### src/rtl/dcache_flush_seq_if.sv
// ============================================================================
// Module      : dcache_flush_seq_if
// Description : Tag/state-array and writeback handshake bundle between the
//               DCache flush sequencer (master) and the cache arrays / miss
//               unit arbiter (slave).
// Revision    : 1.0 - initial release
// ============================================================================
`default_nettype none

interface dcache_flush_seq_if #(
    parameter int NUM_SETS = 256,
    parameter int NUM_WAYS = 8
);
    localparam int SET_W = $clog2(NUM_SETS);
    localparam int WAY_W = (NUM_WAYS > 1) ? $clog2(NUM_WAYS) : 1;

    // Tag/state array port
    logic                tag_req_o;
    logic                tag_we_o;
    logic [SET_W-1:0]    tag_set_o;
    logic                tag_gnt_i;
    logic [NUM_WAYS-1:0] valid_i;
    logic [NUM_WAYS-1:0] dirty_i;

    // Writeback port
    logic                wb_req_o;
    logic [SET_W-1:0]    wb_set_o;
    logic [WAY_W-1:0]    wb_way_o;
    logic                wb_gnt_i;
    logic                wb_done_i;

    modport master (
        output tag_req_o,
        output tag_we_o,
        output tag_set_o,
        input  tag_gnt_i,
        input  valid_i,
        input  dirty_i,
        output wb_req_o,
        output wb_set_o,
        output wb_way_o,
        input  wb_gnt_i,
        input  wb_done_i
    );

    modport slave (
        input  tag_req_o,
        input  tag_we_o,
        input  tag_set_o,
        output tag_gnt_i,
        output valid_i,
        output dirty_i,
        input  wb_req_o,
        input  wb_set_o,
        input  wb_way_o,
        output wb_gnt_i,
        output wb_done_i
    );

endinterface

`default_nettype wire

### src/rtl/dcache_flush_seq.sv
// ============================================================================
// Module      : dcache_flush_seq
// Description : Walks every set of the write-back DCache on a flush request,
//               writes back valid+dirty ways, invalidates each set and pulses
//               a one-cycle acknowledge when the whole cache is clean.
//               Optional writeback counter: define DCACHE_FLUSH_PERF_EN.
// Revision    : 1.0 - initial release
// ============================================================================
`default_nettype none

module dcache_flush_seq #(
    parameter int NUM_SETS = 256,
    parameter int NUM_WAYS = 8,
    parameter int SET_W    = $clog2(NUM_SETS),
    parameter int WAY_W    = (NUM_WAYS > 1) ? $clog2(NUM_WAYS) : 1
) (
    input  wire logic           clk_i,
    input  wire logic           rst_i,
    input  wire logic           flush_i,
    output logic                flush_ack_o,
    output logic                busy_o,
    dcache_flush_seq_if.master  bus
`ifdef DCACHE_FLUSH_PERF_EN
    ,
    output logic [31:0]         flushed_lines_o
`endif
);

    localparam logic [3:0] c_ST_IDLE  = 4'd0;
    localparam logic [3:0] c_ST_RD    = 4'd1;
    localparam logic [3:0] c_ST_RW    = 4'd2;
    localparam logic [3:0] c_ST_SCAN  = 4'd3;
    localparam logic [3:0] c_ST_WB    = 4'd4;
    localparam logic [3:0] c_ST_WBW   = 4'd5;
    localparam logic [3:0] c_ST_INV   = 4'd6;
    localparam logic [3:0] c_ST_DONE  = 4'd7;
    localparam logic [3:0] c_ST_DRAIN = 4'd8;

    localparam logic [SET_W-1:0]    c_LAST_SET = SET_W'(NUM_SETS - 1);
    localparam logic [NUM_WAYS-1:0] c_WAY_ONE  = NUM_WAYS'(1);

    logic [3:0]          r_state;
    logic [SET_W-1:0]    r_set;
    logic [NUM_WAYS-1:0] r_mask;
    logic [WAY_W-1:0]    r_way;

    logic [WAY_W-1:0]    w_pick_way;
    logic                w_mask_nz;
    logic                w_last_set;

    // Lowest pending way wins so writebacks go out in ascending way order.
    always_comb begin
        w_pick_way = '0;
        for (int i = NUM_WAYS - 1; i >= 0; i--) begin
            if (r_mask[i]) begin
                w_pick_way = WAY_W'(i);
            end
        end
    end

    assign w_mask_nz  = |r_mask;
    assign w_last_set = (r_set == c_LAST_SET);

    always_ff @(posedge clk_i) begin
        if (rst_i) begin
            r_state <= c_ST_IDLE;
            r_set   <= '0;
            r_mask  <= '0;
            r_way   <= '0;
        end else begin
            case (r_state)
                c_ST_IDLE: begin
                    if (flush_i) begin
                        r_state <= c_ST_RD;
                    end
                end
                c_ST_RD: begin
                    if (bus.tag_gnt_i) begin
                        r_state <= c_ST_RW;
                    end
                end
                c_ST_RW: begin
                    r_mask  <= bus.valid_i & bus.dirty_i;
                    r_state <= c_ST_SCAN;
                end
                c_ST_SCAN: begin
                    if (w_mask_nz) begin
                        r_way   <= w_pick_way;
                        r_state <= c_ST_WB;
                    end else begin
                        r_state <= c_ST_INV;
                    end
                end
                c_ST_WB: begin
                    if (bus.wb_gnt_i) begin
                        r_state <= c_ST_WBW;
                    end
                end
                c_ST_WBW: begin
                    if (bus.wb_done_i) begin
                        r_mask  <= r_mask & ~(c_WAY_ONE << r_way);
                        r_state <= c_ST_SCAN;
                    end
                end
                c_ST_INV: begin
                    if (bus.tag_gnt_i) begin
                        if (w_last_set) begin
                            r_state <= c_ST_DONE;
                        end else begin
                            r_set   <= r_set + SET_W'(1);
                            r_state <= c_ST_RD;
                        end
                    end
                end
                c_ST_DONE: begin
                    r_set   <= '0;
                    r_state <= c_ST_DRAIN;
                end
                // The controller's registered flush lags the ack by a cycle;
                // holding here keeps that stale level from starting a new walk.
                c_ST_DRAIN: begin
                    if (!flush_i) begin
                        r_state <= c_ST_IDLE;
                    end
                end
                default: begin
                    r_state <= c_ST_IDLE;
                end
            endcase
        end
    end

    assign bus.tag_req_o = (r_state == c_ST_RD) || (r_state == c_ST_INV);
    assign bus.tag_we_o  = (r_state == c_ST_INV);
    assign bus.tag_set_o = r_set;
    assign bus.wb_req_o  = (r_state == c_ST_WB);
    assign bus.wb_set_o  = r_set;
    assign bus.wb_way_o  = r_way;

    assign flush_ack_o = (r_state == c_ST_DONE);
    assign busy_o      = (r_state != c_ST_IDLE) && (r_state != c_ST_DRAIN);

`ifdef DCACHE_FLUSH_PERF_EN
    logic [31:0] r_flushed_lines;

    always_ff @(posedge clk_i) begin
        if (rst_i) begin
            r_flushed_lines <= '0;
        end else if ((r_state == c_ST_IDLE) && flush_i) begin
            r_flushed_lines <= '0;
        end else if ((r_state == c_ST_WB) && bus.wb_gnt_i && (r_flushed_lines != 32'hFFFF_FFFF)) begin
            r_flushed_lines <= r_flushed_lines + 32'd1;
        end
    end

    assign flushed_lines_o = r_flushed_lines;
`endif

endmodule

`default_nettype wire

### src/flat_wrapper.sv
// flat-port wrapper written by rule: the top's interface ports become plain ports
module dcache_flush_seq_flat 
#(
    parameter int NUM_SETS = 256,
    parameter int NUM_WAYS = 8,
    parameter int SET_W    = $clog2(NUM_SETS),
    parameter int WAY_W    = (NUM_WAYS > 1) ? $clog2(NUM_WAYS) : 1
)
  (clk_i, rst_i, flush_i, flush_ack_o, busy_o, bus_tag_req_o, bus_tag_we_o, bus_tag_set_o, bus_tag_gnt_i, bus_valid_i, bus_dirty_i, bus_wb_req_o, bus_wb_set_o, bus_wb_way_o, bus_wb_gnt_i, bus_wb_done_i);
  dcache_flush_seq_if #(.NUM_SETS(NUM_SETS), .NUM_WAYS(NUM_WAYS)) bus_i ();
  input  wire logic clk_i;
  input  wire logic rst_i;
  input  wire logic flush_i;
  output logic flush_ack_o;
  output logic busy_o;
  output wire logic [$bits(bus_i.tag_req_o)-1:0] bus_tag_req_o;
  output wire logic [$bits(bus_i.tag_we_o)-1:0] bus_tag_we_o;
  output wire logic [$bits(bus_i.tag_set_o)-1:0] bus_tag_set_o;
  input wire logic [$bits(bus_i.tag_gnt_i)-1:0] bus_tag_gnt_i;
  input wire logic [$bits(bus_i.valid_i)-1:0] bus_valid_i;
  input wire logic [$bits(bus_i.dirty_i)-1:0] bus_dirty_i;
  output wire logic [$bits(bus_i.wb_req_o)-1:0] bus_wb_req_o;
  output wire logic [$bits(bus_i.wb_set_o)-1:0] bus_wb_set_o;
  output wire logic [$bits(bus_i.wb_way_o)-1:0] bus_wb_way_o;
  input wire logic [$bits(bus_i.wb_gnt_i)-1:0] bus_wb_gnt_i;
  input wire logic [$bits(bus_i.wb_done_i)-1:0] bus_wb_done_i;
  assign bus_tag_req_o = bus_i.tag_req_o;
  assign bus_tag_we_o = bus_i.tag_we_o;
  assign bus_tag_set_o = bus_i.tag_set_o;
  assign bus_i.tag_gnt_i = bus_tag_gnt_i;
  assign bus_i.valid_i = bus_valid_i;
  assign bus_i.dirty_i = bus_dirty_i;
  assign bus_wb_req_o = bus_i.wb_req_o;
  assign bus_wb_set_o = bus_i.wb_set_o;
  assign bus_wb_way_o = bus_i.wb_way_o;
  assign bus_i.wb_gnt_i = bus_wb_gnt_i;
  assign bus_i.wb_done_i = bus_wb_done_i;
  dcache_flush_seq #(.NUM_SETS(NUM_SETS), .NUM_WAYS(NUM_WAYS), .SET_W(SET_W), .WAY_W(WAY_W)) u_core (.clk_i(clk_i), .rst_i(rst_i), .flush_i(flush_i), .flush_ack_o(flush_ack_o), .busy_o(busy_o), .bus(bus_i));
endmodule
### config.mk
export PLATFORM = sky130hd
export DESIGN_NAME = dcache_flush_seq_flat
export DESIGN_NICKNAME = d
export VERILOG_FILES = /design/src/rtl/dcache_flush_seq_if.sv /design/src/rtl/dcache_flush_seq.sv /design/src/flat_wrapper.sv
export SDC_FILE = /design/constraint.sdc
export NUM_CORES = 1
export LEC_CHECK = 0
export ABC_AREA = 1
export CORE_MARGIN = 2
export CORE_UTILIZATION = 41
export CTS_CLUSTER_SIZE = 25
export DETAILED_ROUTE_END_ITERATION = 10
export PLACE_DENSITY = 0.81
export SLEW_MARGIN = 5
export SYNTH_ARGS = -nofsm -noshare
export SYNTH_HDL_FRONTEND = slang
export SYNTH_SLANG_ARGS = --single-unit
### constraint.sdc
create_clock -name clk_i -period 2.5 [get_ports clk_i]
set_input_delay 0.5 -clock clk_i [delete_from_list [all_inputs] [get_ports clk_i]]
set_output_delay 0.5 -clock clk_i [all_outputs]
set_load 0.03 [all_outputs]
=== After elaboration in Yosys (flattened, before gate mapping) ===
Cells that the tools add are included.

* Bits in registers: 23
* Input port bits: 22
* Output and inout port bits: 24

* $add $sub $neg: 1
* Equal/unequal tests: 17
* Shift operators: 1
* Mux-type cells: 22
* Bitwise logic cells: 3
* Reduce and logical (&&, ||, !) cells: 11

{| class="wikitable"
|+ Operators with widths
! operator !! count
|-
| $pmux W4 S9 || 1
|-
| $pmux W8 S2 || 2
|-
| $mux W3 || 9
|-
| $mux W4 || 6
|-
| $mux W8 || 3
|-
| $and A8 B8 Y8 || 2
|-
| $eq A4 B3 Y1 const B || 4
|-
| $ne A2 B2 Y1 const B || 5
|-
| $add A8 B1 Y8 const B || 1
|-
| $eq A4 B2 Y1 const B || 2
|-
| $eq A8 B8 Y1 const B || 1
|-
| $not A8 Y8 || 1
|-
| $reduce_or A8 Y1 || 1
|-
| $shl A1 B3 Y8 const A || 1
|-
| $reduce_and A6 Y1 || 1
|-
| $eq A4 B1 Y1 const B || 1
|-
| $eq A4 B4 Y1 const B || 1
|-
| $logic_not A4 Y1 || 1
|-
| $ne A2 B1 Y1 const B || 2
|-
| $ne A4 B4 Y1 const B || 1
|-
| $reduce_and A2 Y1 || 2
|-
| $reduce_bool A2 Y1 || 2
|-
| $reduce_bool A4 Y1 || 1
|-
| $reduce_and A3 Y1 || 1
|-
| 3 further kinds || 3
|}

=== Depth between registers and ports, before layout ===
* Depth after elaboration: 8
* Depth in mapped cells: 11
* Depth with buffers taken out: 11

=== Least setup slack after synthesis ===
No wires, ideal clock.

* Path type: register to output
* Start: register u_core.r_state[3]
* End: output port bus_tag_req_o
* Arrival: 1254 ps
* Required time: 2000 ps
* Slack: 746 ps
* Stages on the path, launching flop included: 4
* Path buffers: 0
* Cells stage by stage: dfxtp_1 > inv_2 > nand2_1 > o21ai_0

* Cells in the longest elaborated chain, start to end: 2
* Elaborated cells on any way between the ends: 3
* Those cells by class: 2 x eq/ne; 1 x reduce/logical

{| class="wikitable"
|+ RTL lines
! item !! line !! text
|-
| start, declared || dcache_flush_seq.sv:42 || <nowiki>logic [3:0] r_state;</nowiki>
|-
| start signal, assigned || dcache_flush_seq.sv:66 || <nowiki>r_state <= c_ST_IDLE;</nowiki>
|-
| start signal, assigned || dcache_flush_seq.sv:74 || <nowiki>r_state <= c_ST_RD;</nowiki>
|-
| start signal, assigned || dcache_flush_seq.sv:79 || <nowiki>r_state <= c_ST_RW;</nowiki>
|-
| $eq A4 B1 Y1 or $eq A4 B3 Y1 (tied branches) || dcache_flush_seq.sv:133 || <nowiki>assign bus.tag_req_o = (r_state == c_ST_RD) || (r_state == c_ST_INV);</nowiki>
|-
| $logic_or A1 B1 Y1 (*) || dcache_flush_seq.sv:133 ||
|-
| end, declared || flat_wrapper.sv:16 || <nowiki>output wire logic [$bits(bus_i.tag_req_o)-1:0] bus_tag_req_o;</nowiki>
|}

Every way passes the cells marked *; elsewhere a longest branch is shown, timed or not.

=== Worst setup path after layout ===
* Start: register u_core.r_state[3]
* End: output port bus_tag_we_o

* Cells in the longest elaborated chain, start to end: 1

{| class="wikitable"
|+ RTL lines
! item !! line !! text
|-
| $eq A4 B3 Y1 || dcache_flush_seq.sv:134 || <nowiki>assign bus.tag_we_o = (r_state == c_ST_INV);</nowiki>
|-
| end, declared || flat_wrapper.sv:17 || <nowiki>output wire logic [$bits(bus_i.tag_we_o)-1:0] bus_tag_we_o;</nowiki>
|}

No other way between the ends.

==> results.ini <==
[sta]
fmax_mhz=443
worstMarginPinSlew_ns=0.544
finalSetupViolations=0
period_needed_ns=2.26
slew_headroom=0.635
maxSlewViolCount=0
finClkSkew_ns=0.00131
worst_slack_ns=0.242
rsz0062_at_grt=false
period_share=0.903
hold_slack_ns=0.469
final-hold-violation-count=0
setup-tns-final_ns=0

[global_routing]
grt_overflow=0
grt_pass1_vias=1511
grt_max_degree=17
grt.total_usage=0.187
use_met1=0.220
top_usage_layer=met2
antenna_found_initial=0
grt_pass1_wl_um=6310
grt_use_met2=0.336
met3_usage=0.0295

[synth]
synth_top_family_by_area=simple AND/OR/NAND/NOR gates
yosys.area_share.simple=0.398
synth-compound-area-share=0.150
ys_types=25
async_flop_share=0
synth_edf_count=0
synth_fa_ha_area_frac=0.00820
yosys_warnings=0
yosys-top-cells-area=dfxtp_1 30%, nand2_1 17%, a21oi_1 7.2%, nor2_1 6.9%, nand3_1 6.2%
ys_seq_area_frac=0.302
synth_top_cell_area_share=0.302
syn_nets=263
ys_ff_latch=23
synth_top_cell_by_area=dfxtp_1
synth_common_cells=70 x nand2_1, 28 x nor2_1, 24 x inv_1, 23 x dfxtp_1, 22 x a21oi_1
netlist_instances=240
syn_area_um2=1530
syn_avg_cell_area_um2=6.36
synthXorXnorAreaFrac=0.0172
muxShareOfSynthArea=0
synthFlopType=dfxtp_1
synth_most_common_cell=nand2_1

[die]
dieHeight_um=65.0
coreArea_um2=3610
rows=22
dieArea_um2=4230
fp.dieW_um=65.0
io_pins=46
start_util=0.423

[pwr]
p_leak_nw=0.799
p_total_mw=1.09
peakVddDrop_mv=0.242
p_per_area_nw_per_um2=540

[placed_design]
dp_slack_ns=0.400
place.gp.congestion=0.820
port_buffers=45
dp_hpwl_um=2680
dp_cells=323

[clocking]
cts_tree=done
path_clk_slew_ns=0.08
htree_levels=1
cts_buffer_depth=2
cts_setup_buffers=0
clk_latency_ns=0.26
clock-sinks=23
clockRootBuffer=clkbuf_8
numCtsBuffers=3
holdBufCountCts=0

[setup_path]
slowest_stage=clkdlybuf4s50_1
cpPeakStageDelay_ns=0.70
path_class=flip-flop to output port
path_max_fanout=6
cp_top_family=buffers and inverters
crit_path_start_kind=flip-flop
cp_data_arrival_time_ns=1.76
required_ns=2.00
critical_path.cell_chain=inv_2, nand2_4, nor2_4, clkdlybuf4s50_1
path_buf_inv=2
end_kind=output port

[final_layout]
layout.cells.non_filler=327
nNetsFinal=303
syn_to_final_growth_pct=31.9
fillers=362
layout-drive-gt1-share=0.0789
n_antenna_cell=0

[status]
outcome=finished, final reports clean

[min_path]
hp-class=flip-flop to flip-flop

[routing]
dr.pass1.iters=4
drt-initial-drc-count=66
ant_nets=0
vias=1584
wire_per_inst_um=10.6
vias_per_cell=4.84
wl_um=3460
drc=0

[run]
drv_cap=0

[layout by cell type, fill, tap and decap left out, types with 2 or more instances in the layout]
cell / Yosys / final
inv_1: 24 / 24
o21ai_0: 7 / 7
nor2_4: 4 / 4
o31ai_1: 8 / 8
nand2_2: 2 / 2
clkdlybuf4s50_1: 0 / 44
clkbuf_8: 0 / 3
dfxtp_1: 23 / 23
nor2_1: 28 / 28
a21oi_1: 22 / 22
nand3_1: 19 / 19
nand2_1: 70 / 70
o21ai_1: 2 / 2
xor2_1: 3 / 3
nand2_4: 6 / 6
inv_2: 4 / 4
[tightest hold or removal path, cell delays in order (launching register included)]
cell,delay (ns)
dfxtp_1,0.31
nand2_1,0.06
a21oi_1,0.05
[path summary, 6_finish.rpt]
kind                                               from                      end  slack (ns)  cells past startpoint
worst min register to register         u_core.r_mask[2]         u_core.r_mask[2]        0.47                      2
worst min-delay path                   u_core.r_mask[2]         u_core.r_mask[2]        0.47                      2
worst max register to register  u_core.bus.tag_set_o[0]  u_core.bus.tag_set_o[5]        0.76                     11
worst max-delay path                  u_core.r_state[3]             bus_tag_we_o        0.24                      4
[layout make-up]
type,count,area (um^2),area share
Clock buffer,4,45.0,0.0224
Multi-Input combinational cell,177,876,0.435
Inverter,29,111,0.0553
Timing Repair Buffer,46,460,0.229
Tap cell,48,60.1,0.0298
Sequential cell,23,460,0.229
[routing by layer]
metal	share of wire	wire (um)
met5	0	0
met4	0.023	80
met3	0.034	119
met2	0.49	1680
met1	0.46	1580
[kinds of logic (layout without fill, tap and decap cells)]
logic type               after synthesis  in the layout
AND/OR/NAND/NOR                      132            132
AO/OA/AOI/OAI                         41             41
buffers and inverters                 40             79
flip-flops                            23             23
XOR/XNOR                               3              3
adder cells (fa/ha/maj)                1              1
[per-stage QoR]
| stage | utilization | area (um^2) |
|---|---|---|
| floorplan | - | 1530 |
| global placement | 0.545 | 1970 |
| detailed placement | 0.545 | 1970 |
| CTS | 0.558 | 2010 |
| global route | 0.558 | 2010 |
| finish | 0.558 | 2010 |
[power by group]
part	leakage, nW	total, mW	internal [mW]	switching, mW
clock	0.0228	0.233	0.114	0.119
combinational	0.591	0.435	0.170	0.264
sequential	0.186	0.420	0.392	0.0274
total	0.799	1.09	0.677	0.411
[registers in the layout, summed over array words and instances, names as in the netlist]
register / flops
u_core.bus.tag_set_o: 8
u_core.r_mask: 8
u_core.r_state: 4
u_core.bus.wb_way_o: 3
[what timing repair did]
item,4_1_cts,5_1_grt
setup endpoints to repair,0,1
endpoints found under the hold margin,0,0
gates resized for setup,0,1
(Power assumes the default switching activity.)
